File: config.mk
export PLATFORM = sky130hd
export DESIGN_NAME = load_store_unit
export DESIGN_NICKNAME = d
export VERILOG_FILES = /design/src/rtl/tiny_mem_pkg.sv /design/src/rtl/store_queue.sv /design/src/rtl/load_store_unit.sv
export SDC_FILE = /design/constraint.sdc
export NUM_CORES = 1
export LEC_CHECK = 0
export CAP_MARGIN = 15
export CORE_MARGIN = 2
export CORE_UTILIZATION = 35
export CTS_BUF_LIST = sky130_fd_sc_hd__clkbuf_16
export DETAILED_ROUTE_END_ITERATION = 8
export PLACE_DENSITY_LB_ADDON = 0.3
export REMOVE_ABC_BUFFERS = 1
export SYNTH_ARGS = -nofsm -noshare
export SYNTH_HDL_FRONTEND = slang
export SYNTH_SLANG_ARGS = --single-unit
File: constraint.sdc
create_clock -name clk -period 2.4 [get_ports clk]
set_clock_uncertainty 0.2 [all_clocks]
set_input_delay 0.48 -clock clk [delete_from_list [all_inputs] [get_ports clk]]
set_output_delay 0.48 -clock clk [all_outputs]
set_load 0.005 [all_outputs]
File: src/rtl/tiny_mem_pkg.sv
// Shared sizing and the store-queue entry layout for the tiny CPU data-memory path.
package tiny_mem_pkg;

  localparam int ADDR_W   = 8;
  localparam int DATA_W   = 8;
  localparam int MEM_AW   = 5;
  localparam int SQ_DEPTH = 2;

  typedef struct packed {
    logic [MEM_AW-1:0] addr;
    logic [DATA_W-1:0] data;
  } sq_entry_t;

endpackage

File: src/rtl/store_queue.sv
// In-order circular store buffer with per-entry valid bits and a youngest-first
// forwarding search over the live entries.
module store_queue
  import tiny_mem_pkg::*;
#(
  parameter int DEPTH = SQ_DEPTH
) (
  input  logic              clk,
  input  logic              rst,
  input  logic              i_enq,
  input  sq_entry_t         i_enq_entry,
  input  logic              i_deq,
  input  logic [MEM_AW-1:0] i_lookup_addr,
  output sq_entry_t         o_head,
  output logic              o_hit,
  output logic [DATA_W-1:0] o_hit_data,
  output logic              o_empty,
  output logic              o_full
);

  localparam int PW = (DEPTH > 1) ? $clog2(DEPTH) : 1;
  localparam int CW = $clog2(DEPTH + 1);

  sq_entry_t        r_entry [DEPTH];
  logic [DEPTH-1:0] r_valid;
  logic [PW-1:0]    r_head;
  logic [PW-1:0]    r_tail;
  logic [CW-1:0]    r_count;

  // NOTE: sequential state uses non-blocking assignments so every register
  // samples pre-edge values regardless of statement order.
  always_ff @(posedge clk or posedge rst) begin
    if (rst) begin
      r_head  <= '0;
      r_tail  <= '0;
      r_count <= '0;
      r_valid <= '0;
    end else begin
      if (i_deq) begin
        r_head          <= r_head + PW'(1);
        r_valid[r_head] <= 1'b0;
      end
      if (i_enq) begin
        r_tail          <= r_tail + PW'(1);
        r_valid[r_tail] <= 1'b1;
      end
      case ({i_enq, i_deq})
        2'b10:   r_count <= r_count + CW'(1);
        2'b01:   r_count <= r_count - CW'(1);
        default: r_count <= r_count;
      endcase
    end
  end

  // NOTE: the payload array has no reset; r_valid alone decides which entries
  // are live, so clearing the data would only cost reset fan-out.
  always_ff @(posedge clk) begin
    if (i_enq) r_entry[r_tail] <= i_enq_entry;
  end

  // Walk oldest to youngest so the last match (the youngest store) wins.
  always_comb begin
    // NOTE: every output gets a default before the loop, otherwise a path
    // that never matches would infer a latch.
    logic [PW-1:0] idx;
    idx        = '0;
    o_hit      = 1'b0;
    o_hit_data = '0;
    for (int k = 0; k < DEPTH; k++) begin
      idx = r_head + PW'(k);
      if (r_valid[idx] && (r_entry[idx].addr == i_lookup_addr)) begin
        o_hit      = 1'b1;
        o_hit_data = r_entry[idx].data;
      end
    end
  end

  assign o_head  = r_entry[r_head];
  assign o_empty = (r_count == '0);
  assign o_full  = (r_count == CW'(DEPTH));

endmodule

File: src/rtl/load_store_unit.sv
// Memory-access stage: request handshake, range check, store buffering with
// forwarding, single-port arbitration and a registered one-cycle load response.
module load_store_unit #(
  parameter int ADDR_W   = tiny_mem_pkg::ADDR_W,
  parameter int DATA_W   = tiny_mem_pkg::DATA_W,
  parameter int MEM_AW   = tiny_mem_pkg::MEM_AW,
  parameter int SQ_DEPTH = tiny_mem_pkg::SQ_DEPTH
) (
  input  logic              clk,
  input  logic              rst,
  input  logic              req_valid,
  output logic              req_ready,
  input  logic              req_we,
  input  logic [ADDR_W-1:0] req_addr,
  input  logic [DATA_W-1:0] req_wdata,
  output logic              resp_valid,
  output logic [DATA_W-1:0] resp_rdata,
  output logic              fault,
  output logic              sq_empty,
  output logic              mem_read,
  output logic              mem_write,
  output logic [ADDR_W-1:0] mem_addr,
  output logic [DATA_W-1:0] mem_wdata,
  input  logic [DATA_W-1:0] mem_rdata
);

  tiny_mem_pkg::sq_entry_t w_head;
  tiny_mem_pkg::sq_entry_t w_enq_entry;
  logic                    w_in_range;
  logic                    w_hit;
  logic [DATA_W-1:0]       w_hit_data;
  logic                    w_sq_empty;
  logic                    w_sq_full;
  logic                    w_accept;
  logic                    w_load;
  logic                    w_store;
  logic                    w_load_miss;
  logic                    w_drain;
  logic                    w_enq;

  logic                    r_resp_valid;
  logic [DATA_W-1:0]       r_resp_rdata;
  logic                    r_fault;

  // Upper address bits must be zero; anything else would alias into the 32 bytes.
  assign w_in_range  = (req_addr[ADDR_W-1:MEM_AW] == '0);
  assign req_ready   = req_we ? !w_sq_full : 1'b1;
  assign w_accept    = req_valid && req_ready;
  assign w_load      = w_accept && !req_we;
  assign w_store     = w_accept && req_we;
  assign w_enq       = w_store && w_in_range;
  assign w_load_miss = w_load && w_in_range && !w_hit;
  assign w_drain     = !w_load_miss && !w_sq_empty;

  assign w_enq_entry.addr = req_addr[MEM_AW-1:0];
  assign w_enq_entry.data = req_wdata;

  store_queue #(
    .DEPTH(SQ_DEPTH)
  ) u_store_queue (
    .clk          (clk),
    .rst          (rst),
    .i_enq        (w_enq),
    .i_enq_entry  (w_enq_entry),
    .i_deq        (w_drain),
    .i_lookup_addr(req_addr[MEM_AW-1:0]),
    .o_head       (w_head),
    .o_hit        (w_hit),
    .o_hit_data   (w_hit_data),
    .o_empty      (w_sq_empty),
    .o_full       (w_sq_full)
  );

  // A load miss owns the port; otherwise the queue head drains.
  always_comb begin
    mem_read  = w_load_miss;
    mem_write = w_drain;
    mem_addr  = '0;
    mem_wdata = '0;
    if (w_load_miss) begin
      mem_addr = req_addr;
    end else if (w_drain) begin
      mem_addr  = ADDR_W'(w_head.addr);
      mem_wdata = w_head.data;
    end
  end

  always_ff @(posedge clk or posedge rst) begin
    if (rst) begin
      r_resp_valid <= 1'b0;
      r_resp_rdata <= '0;
      r_fault      <= 1'b0;
    end else begin
      r_resp_valid <= w_load;
      r_fault      <= w_accept && !w_in_range;
      if (w_load) begin
        r_resp_rdata <= !w_in_range ? '0 : (w_hit ? w_hit_data : mem_rdata);
      end
    end
  end

  assign resp_valid = r_resp_valid;
  assign resp_rdata = r_resp_rdata;
  assign fault      = r_fault;
  assign sq_empty   = w_sq_empty;

endmodule

Word level (Yosys, flattened, before mapping):

Memories as Yosys holds them, arrays and structs flattened.
Index checks and enable logic that the tools add are counted.

* multiplexer cells: 24
* equality and inequality tests: 5
* $add $sub $neg: 4
* order comparisons: 5
* bitwise logic cells: 3
* reduce and logical (&&, ||, !) cells: 21

Operators with widths (count)
* $mux W8: 7
* $logic_and A1 B1 Y1: 12
* $mux W1: 11
* $eq A5 B5 Y1: 2
* $logic_not A1 Y1: 6
* $lt A1 B2 Y1 const B: 3
* $mux W5: 1
* $eq A2 B2 Y1 const B: 2
* $mux W2: 2
* $pmux W2 S2: 1
* $logic_not A3 Y1: 1
* $add A1 B1 Y1 const B: 2
* $add A2 B1 Y2 const B: 1
* $and A2 B2 Y2: 1
* $demux W1 S1: 2
* $eq A2 B1 Y1 const B: 1
* $ge A1 B1 Y1 const B: 2
* $logic_not A2 Y1: 1
* $not A2 Y2: 1
* $or A2 B2 Y2: 1
* $reduce_bool A2 Y1: 1
* $sub A2 B1 Y2 const B: 1

* memories: 1
* bits in registers: 16
* memory bits (writable): 26
* output and inout port bits: 30

Memories
* u_store_queue.r_entry: depth 2, width 13, read ports 2, clocked after Yosys merged registers in 0, write ports 1, line store_queue.sv:24 `sq_entry_t r_entry [DEPTH];`

Longest topological paths before layout:

Gate-level depths: netlist of the first run.

* word-level depth: 12
* gate-level depth with buffers: 14
* mapped depth without buffers: 10

Hierarchy:

A second synthesis of the first run with hierarchy kept.

* cells, all modules: 245
* area total of the unflattened synthesis: 2511.2 sq um

Modules (own cells, without submodules)
* store_queue: cells each 172, instances 1, area an instance 1814.2 sq um
* load_store_unit: cells each 73, instances 1, area an instance 696.9 sq um

Worst setup path after synthesis of the first run:

Ideal clock, no wire load.

* kind: in2out
* start point: input port req_we
* end point: output port mem_addr[0]
* arrival: 1.834 ns
* path slack: -0.114 ns
* cell stages on the path: 9
* data required time: 1.720 ns
* cells stage by stage: nand2b_1 -> clkbuf_1 -> inv_2 -> and2_1 -> buf_2 -> o21ai_2 -> or2_1 -> buf_6 -> mux2_4

* longest elaborated chain between the ends: 9

RTL lines
* start: declaration: line load_store_unit.sv:13 `input logic req_we,`
* $mux W1: line load_store_unit.sv:47 `assign req_ready = req_we ? !w_sq_full : 1'b1;`
* $logic_and A1 B1 Y1: line load_store_unit.sv:48 `assign w_accept = req_valid && req_ready;`
* $logic_and A1 B1 Y1 (*): line load_store_unit.sv:49 `assign w_load = w_accept && !req_we;`
* named net w_load: line load_store_unit.sv:35 `logic w_load;`
* $logic_and A1 B1 Y1 (*) (2 in a row): line load_store_unit.sv:52 `assign w_load_miss = w_load && w_in_range && !w_hit;`
* $logic_not A1 Y1: line load_store_unit.sv:53 `assign w_drain = !w_load_miss && !w_sq_empty;`
* $logic_and A1 B1 Y1: line load_store_unit.sv:53
* $mux W5: line load_store_unit.sv:82 `end else if (w_drain) begin`
* $mux W8 (*): line load_store_unit.sv:80 `if (w_load_miss) begin`
* end: declaration: line load_store_unit.sv:22 `output logic [ADDR_W-1:0] mem_addr,`

Mark *: on every way through the listed nets, which the timed path passes. The rest lies on a longest branch.

Worst setup path in the final report of the first run:

* start point: register u_store_queue.r_head
* end point: output port mem_addr[1]

* longest elaborated chain between the ends: 11

RTL lines
* start: declaration: line store_queue.sv:26 `logic [PW-1:0] r_head;`
* start signal: assignment: line store_queue.sv:40 `r_head <= r_head + PW'(1);`
* $add A1 B1 Y1, or another cell as far along: line store_queue.sv:70 `idx = r_head + PW'(k);`
* $mem_v2 Z2 W13, or another cell as far along
* $eq A5 B5 Y1, or another cell as far along: line store_queue.sv:71 `if (r_valid[idx] && (r_entry[idx].addr == i_lookup_addr)) begin`
* $logic_and A1 B1 Y1 or $mux W1 (tied branches): line store_queue.sv:71
* $mux W1: line store_queue.sv:71
* $logic_not A1 Y1: line load_store_unit.sv:52
* $logic_and A1 B1 Y1: line load_store_unit.sv:52
* $logic_not A1 Y1: line load_store_unit.sv:53
* $logic_and A1 B1 Y1: line load_store_unit.sv:53
* $mux W5: line load_store_unit.sv:82
* $mux W8 (*): line load_store_unit.sv:80

Mark *: on every way between the ends. The rest lies on a longest branch, timed or not. The select of a mux whose other input is x is not followed.

==> results.ini, run 1 <==
[run_status]
status = finished, violations left
violations = negative setup slack

[floorplanning]
die-area_um2 = 7123
num_rows = 29
die_w_um = 84.40
ios = 58
fp.coreArea_um2 = 6314
start_util = 0.3583
die_h_um = 84.40

[placement]
portBuffers = 54
dpl.hpwl_um = 3976
gp_congestion = 0.7654
dpl-instance-area_um2 = 3131

[cells_and_area]
syn_to_final_growth_pct = 57.69
drive_above_1_share = 0.4410
design_area_um2 = 3567
fin_util = 0.5650
nNetsFinal = 316
antennaDiodeCount = 0

[sta]
layout_min_cycle_time_ns = 3.131
tns_ns = -8.916
period_share = 1.304
post-route-worst-setup-slack_ns = -0.7308
finalSetupViolCount = 17
tightest_slew_ns = 0.6572
max_freq_ghz = 0.3194
slew_headroom = 0.5614
hold_violations = 0
slew_violations = 0
rsz0062_at_grt = true

[power_and_ir_drop]
peakVddDrop_mv = 0.4848
power_density_nw_per_um2 = 910.0
p_leak_nw = 1.494

[clock_tree]
cts-root-buf = clkbuf_16
numCtsBuffers = 5
ctsHoldBuffers = 0
cts.sinks = 42
cts_tree = yes
htree_levels = 2
path_clk_slew_ns = 0.06
clockBufferDepth = 2
clock_latency_ns = 0.28

[synthesis]
yosysWarningCount = 0
ys_ff_latch = 42
synth-edff-count = 26
synthArstFlopShare = 0.3810
ys_seq_area_frac = 0.5221
ys.flop_type = edfxtp_1
synthDistinctLibCells = 38
synth_cells = 182
avgSynthCellArea_um2 = 12.43
syn_area_um2 = 2262

[global_route]
antenna_found_initial = 0
grt_pass1_wl_um = 9080
overflow = 0
grt_usage = 0.1638
busiest_layer = met2
grt_pass1_vias = 1833
use_met3 = 0.04228
grt_max_degree = 18
grt_use_met1 = 0.2251
use_met2 = 0.2518

[drt]
routed_wl_um = 5751
vias_per_cell = 4.945
route.detailed.drc = 0
wl_per_cell_um = 15.76
drtPass1Iterations = 4
vias = 1805
antenna_left = 0
drtIter0Drc = 127

[job]
max-cap-violations = 0

[worst_setup_path]
cp_max_fo = 7
arrival_ns = 2.45
cp-start-kind = register
critPathRequiredTime_ns = 1.72
worst_setup_path_end_kind = output port
path_class = reg -> out

[hold_path]
hp-class = reg -> reg

## synthesized netlist by cell type (all sizes together) (2+ instances only)
| cell type | instances | area, um2 |
|---|---|---|
| edfxtp | 26 | 780.8 |
| mux2i | 17 | 173.9 |
| nor2 | 17 | 63.81 |
| dfrtp | 16 | 400.4 |
| mux2 | 15 | 187.7 |
| buf | 12 | 110.1 |
| o21ai | 12 | 67.57 |
| a32oi | 9 | 78.83 |
| xnor2 | 9 | 86.34 |
| a21oi | 7 | 35.03 |
| inv | 7 | 26.27 |
| nor3 | 7 | 35.03 |
| xor2 | 6 | 52.55 |
| nand2b | 3 | 18.77 |
| nor2b | 3 | 18.77 |
| or2 | 3 | 18.77 |
| nand2 | 2 | 7.510 |
## metal layers
layer  vias up  wire (um)
met5         -          0
met2        57       2808
met3         7        338
met4         0         75
met1       876       2529
li1        865          -
## power by group
part | switching (mW) | total (mW) | internal [mW]
registers | 0.0582 | 0.891 | 0.833
clock network | 0.275 | 0.767 | 0.492
logic | 0.668 | 1.59 | 0.919
## layout by cell type (no fill, tap or decap), types with 3 or more instances in the layout
cell type / Yosys / routed
edfxtp_1: 26 / 26
mux2i_4: 0 / 3
xor2_1: 6 / 6
buf_6: 4 / 18
dfrtp_1: 16 / 15
clkbuf_16: 0 / 5
mux2_2: 10 / 10
clkdlybuf4s50_1: 0 / 37
xnor2_2: 1 / 6
nor2_4: 0 / 4
xnor2_1: 8 / 3
a21oi_1: 7 / 4
nor3_1: 7 / 7
mux2i_1: 16 / 12
buf_2: 3 / 9
o21ai_1: 8 / 8
a32oi_1: 9 / 9
buf_4: 4 / 43
inv_1: 6 / 4
a21oi_2: 0 / 3
nor2_1: 17 / 13
conb_1: 1 / 3
mux2_4: 5 / 5
## cell families (layout without fill, tap and decap cells)
family	count (synthesis)	count (layout)	share of synthesized area
fa+ha+maj	1	1	0.005530
mux	32	32	0.1598
buf+inv	20	124	0.06194
other cells	1	3	0.001658
compound gates	32	32	0.1012
simple gates	39	39	0.08629
xor+xnor	15	15	0.06140
flops	42	42	0.5221
## state kept, by name (all words and copies together) (netlist names)
signal	flops
resp_valid	1
resp_rdata	8
u_store_queue.r_entry	26
u_store_queue.r_tail	1
fault	1
u_store_queue.r_valid	2
u_store_queue.r_count	2
u_store_queue.r_head	1
## critical path, stage by stage, from the launching register on
cell     delay (ns)
dfrtp_2        0.48
buf_6          0.15
mux2i_4        0.18
xnor2_2        0.16
a211o_4        0.28
o21ai_2        0.15
or2_4          0.15
buf_6          0.10
buf_6          0.10
mux2_4         0.30
buf_6          0.11
## what timing repair did
action	4_1_cts	5_1_grt
setup buffers	18	7
gates resized for setup	94	24
endpoints found under the setup margin	26	27
pin swaps	16	15
## worst paths after layout
kind	cells past startpoint	startpoint	end	slack [ns]
worst min-delay path	1	u_store_queue.r_tail	u_store_queue.r_tail	0.31
worst min register to register	1	u_store_queue.r_tail	u_store_queue.r_tail	0.31
worst max-delay path	10	u_store_queue.r_head	mem_addr[1]	-0.73
worst max register to register	13	u_store_queue.r_head	u_store_queue.r_count[1]	-0.26
min in group asynchronous	2	rst	u_store_queue.r_count[0]	0.40
max in group asynchronous	2	rst	u_store_queue.r_head	1.14
## stage by stage
| step | total power [mW] | setup WS [ns] | hold WS [ns] | cells |
|---|---|---|---|---|
| 3_5_place_dp | 2.204 | -1.029 | 0.2955 | 347 |
| 4_1_cts | 3.093 | -0.7884 | 0.3066 | 360 |
| 6_report | 3.246 | -0.7308 | 0.3081 | 365 |
| 2_1_floorplan | 1.552 | -1.097 | 0.1937 | 171 |
| 3_3_place_gp | 2.191 | -1.018 | 0.2807 | 347 |
| 5_1_grt | 3.405 | -0.8134 | 0.3284 | 365 |
## cell type report
class	count	area, um2
repair buffers	109	958.4
flip-flops and latches	42	1182
clock inverters	3	43.79
well taps	77	96.34
multi-input cells	122	1132
clock buffers	5	125.1
inverters	7	28.78
fillers	542	2746
(Power assumes the default switching activity.)
==> run 2: changes to the inputs <==
CORE_UTILIZATION = 40   (was 35)
==> results.ini, run 2 (synthesis results as in run 1) <==
[placement]
dpl-instance-area_um2 = 3064
portBuffers = 54
dpl.hpwl_um = 3863
gp_congestion = 0.7943

[power_and_ir_drop]
power_density_nw_per_um2 = 877.5
p_leak_nw = 1.451
peakVddDrop_mv = 0.4347
p_total_mw = 3.020

[cells_and_area]
layout_commonest_cell = buf_4
antennaDiodeCount = 0
largest_register_ff_count = 26
nNetsFinal = 315
design_area_um2 = 3442
nFillCells = 451
mostFrequentLayoutCells = buf_4 (42), clkdlybuf4s50_1 (34), edfxtp_1 (26), buf_6 (18), dfrtp_1 (16)
drive_above_1_share = 0.3833
syn_to_final_growth_pct = 52.16
regMostFlops = u_store_queue.r_entry

[floorplanning]
die_h_um = 79.20
start_util = 0.4134
die-area_um2 = 6273
die_w_um = 79.20
fp.coreArea_um2 = 5473
ios = 58
num_rows = 27

[drt]
drtIter0Drc = 86
routed_wl_um = 5626
vias_per_cell = 4.978
route.detailed.drc = 0
wl_per_cell_um = 15.67
drtPass1Iterations = 4
antenna_left = 0
vias = 1787

[sta]
tns_ns = -10.52
period_share = 1.300
post-route-worst-setup-slack_ns = -0.7209
slew_violations = 0
tightest_slew_ns = 0.6918
finalSetupViolCount = 18
slew_headroom = 0.5383
max_freq_ghz = 0.3204
layout_min_cycle_time_ns = 3.121
hold_violations = 0
rsz0062_at_grt = true

[hold_path]
min_from = u_store_queue.r_tail
hp-class = reg -> reg
whs_endpoint = u_store_queue.r_tail
whs_path_depth = 1

[worst_setup_path]
cpPeakStageDelay_ns = 0.39
cp-start-kind = register
crit_family = multiplexers
path_buf_inv = 4
worst_setup_path_end_kind = output port
critPathRequiredTime_ns = 1.72
crit_slowest_cell = dfrtp_1
cpMostUsedCell = buf_6
rr_worst_depth = 16
cp_max_fo = 7
path_class = reg -> out
r2r-start = u_store_queue.r_head
r2r-end = u_store_queue.r_count[1]
arrival_ns = 2.44
crit_path_cell_trace = buf_6 -> mux2i_4 -> xor2_1 -> o2111ai_2 -> o21ai_2 -> or2_1 -> buf_6 -> buf_6 -> mux2_4 -> buf_6
rrSetupSlack_ns = -0.54

[clock_tree]
ctsHoldBuffers = 0
cts.sinks = 42
numCtsBuffers = 5
clock_latency_ns = 0.28
path_clk_slew_ns = 0.06
cts-root-buf = clkbuf_16
htree_levels = 2
clockBufferDepth = 2
cts_tree = yes

[global_route]
overflow = 0
grt_max_degree = 17
grt_pass1_wl_um = 8659
antenna_found_initial = 0
grt_usage = 0.1823
grt_pass1_vias = 1749

[run_status]
violations = negative setup slack
status = finished, violations left

[job]
max-cap-violations = 0

[run 2: cell types whose count changed in the layout (fill, tap and decap cells not counted), sizes merged]
cell           before  now
dlygate4sd2         2    4
dlymetal6s2s        0    1
inv                 8    9
clkinv              1    0
buf                70   68
o21ai              12   13
clkdlybuf4s50      37   34
[run 2: through the flow]
| step | utilization | hold WS [ns] | setup WS [ns] | std cells |
|---|---|---|---|---|
| 2_1_floorplan | - | 0.1937 | -1.097 | 171 |
| 3_3_place_gp | 0.5599 | 0.2766 | -1.042 | 334 |
| 3_5_place_dp | 0.5599 | 0.2880 | -1.041 | 334 |
| 4_1_cts | 0.6139 | 0.2971 | -0.7382 | 354 |
| 5_1_grt | 0.6289 | 0.3137 | -0.8298 | 359 |
| 6_report | 0.6289 | 0.3019 | -0.7209 | 359 |
[run 2: final cells by class]
type / count / area [um2] / area share
inverter: 7 / 26.28 / 0.007634
clock inverter: 3 / 37.54 / 0.01091
multi-input combinational: 123 / 1036 / 0.3010
tap: 72 / 90.09 / 0.02617
timing repair buffer: 107 / 945.9 / 0.2748
clock buffer: 5 / 125.1 / 0.03635
sequential: 42 / 1181 / 0.3431
[run 2: how the worst max path moves through the flow]
stage,start,to,slack (ns),depth (start not counted)
global placement,req_addr[4],mem_addr[3],-1.04,9
floorplan,u_store_queue.r_head,mem_addr[0],-1.10,6
detailed placement,req_addr[4],mem_addr[2],-1.04,9
finish,u_store_queue.r_head,mem_addr[1],-0.72,10
global route,u_store_queue.r_head,mem_addr[1],-0.83,10
CTS,u_store_queue.r_head,mem_addr[1],-0.74,10
[run 2: metal layers]
metal  vias to the layer above  routed length (um)  track usage
li1                        865                   -            -
met1                       854                2382       0.2296
met2                        64                2908       0.3153
met3                         4                 300      0.04318
met4                         0                  34      0.04655
met5                         -                   0            0
[run 2: power breakdown]
part / total, mW / internal (mW) / switching (mW)
clock network: 0.739 / 0.483 / 0.256
registers: 0.875 / 0.832 / 0.0438
logic: 1.41 / 0.802 / 0.604
total: 3.02 / 2.12 / 0.904
[run 2: timing repair]
action                                  CTS  global route
endpoints found under the setup margin   24            30
setup buffers                            12             6
resized for setup                        93             8
cloned                                    1             0
pin swaps                                16             9
[run 2: worst reg2reg max path, delay by kind of cell, from the launching register on]
family	cells	cell delay [ns]
AO/OA/AOI/OAI	1	0.22
XOR/XNOR	3	0.60
adder cells (fa/ha/maj)	1	0.14
buffers and inverters	8	0.99
flip-flops	1	0.41
multiplexers	1	0.11
AND/OR/NAND/NOR	2	0.17
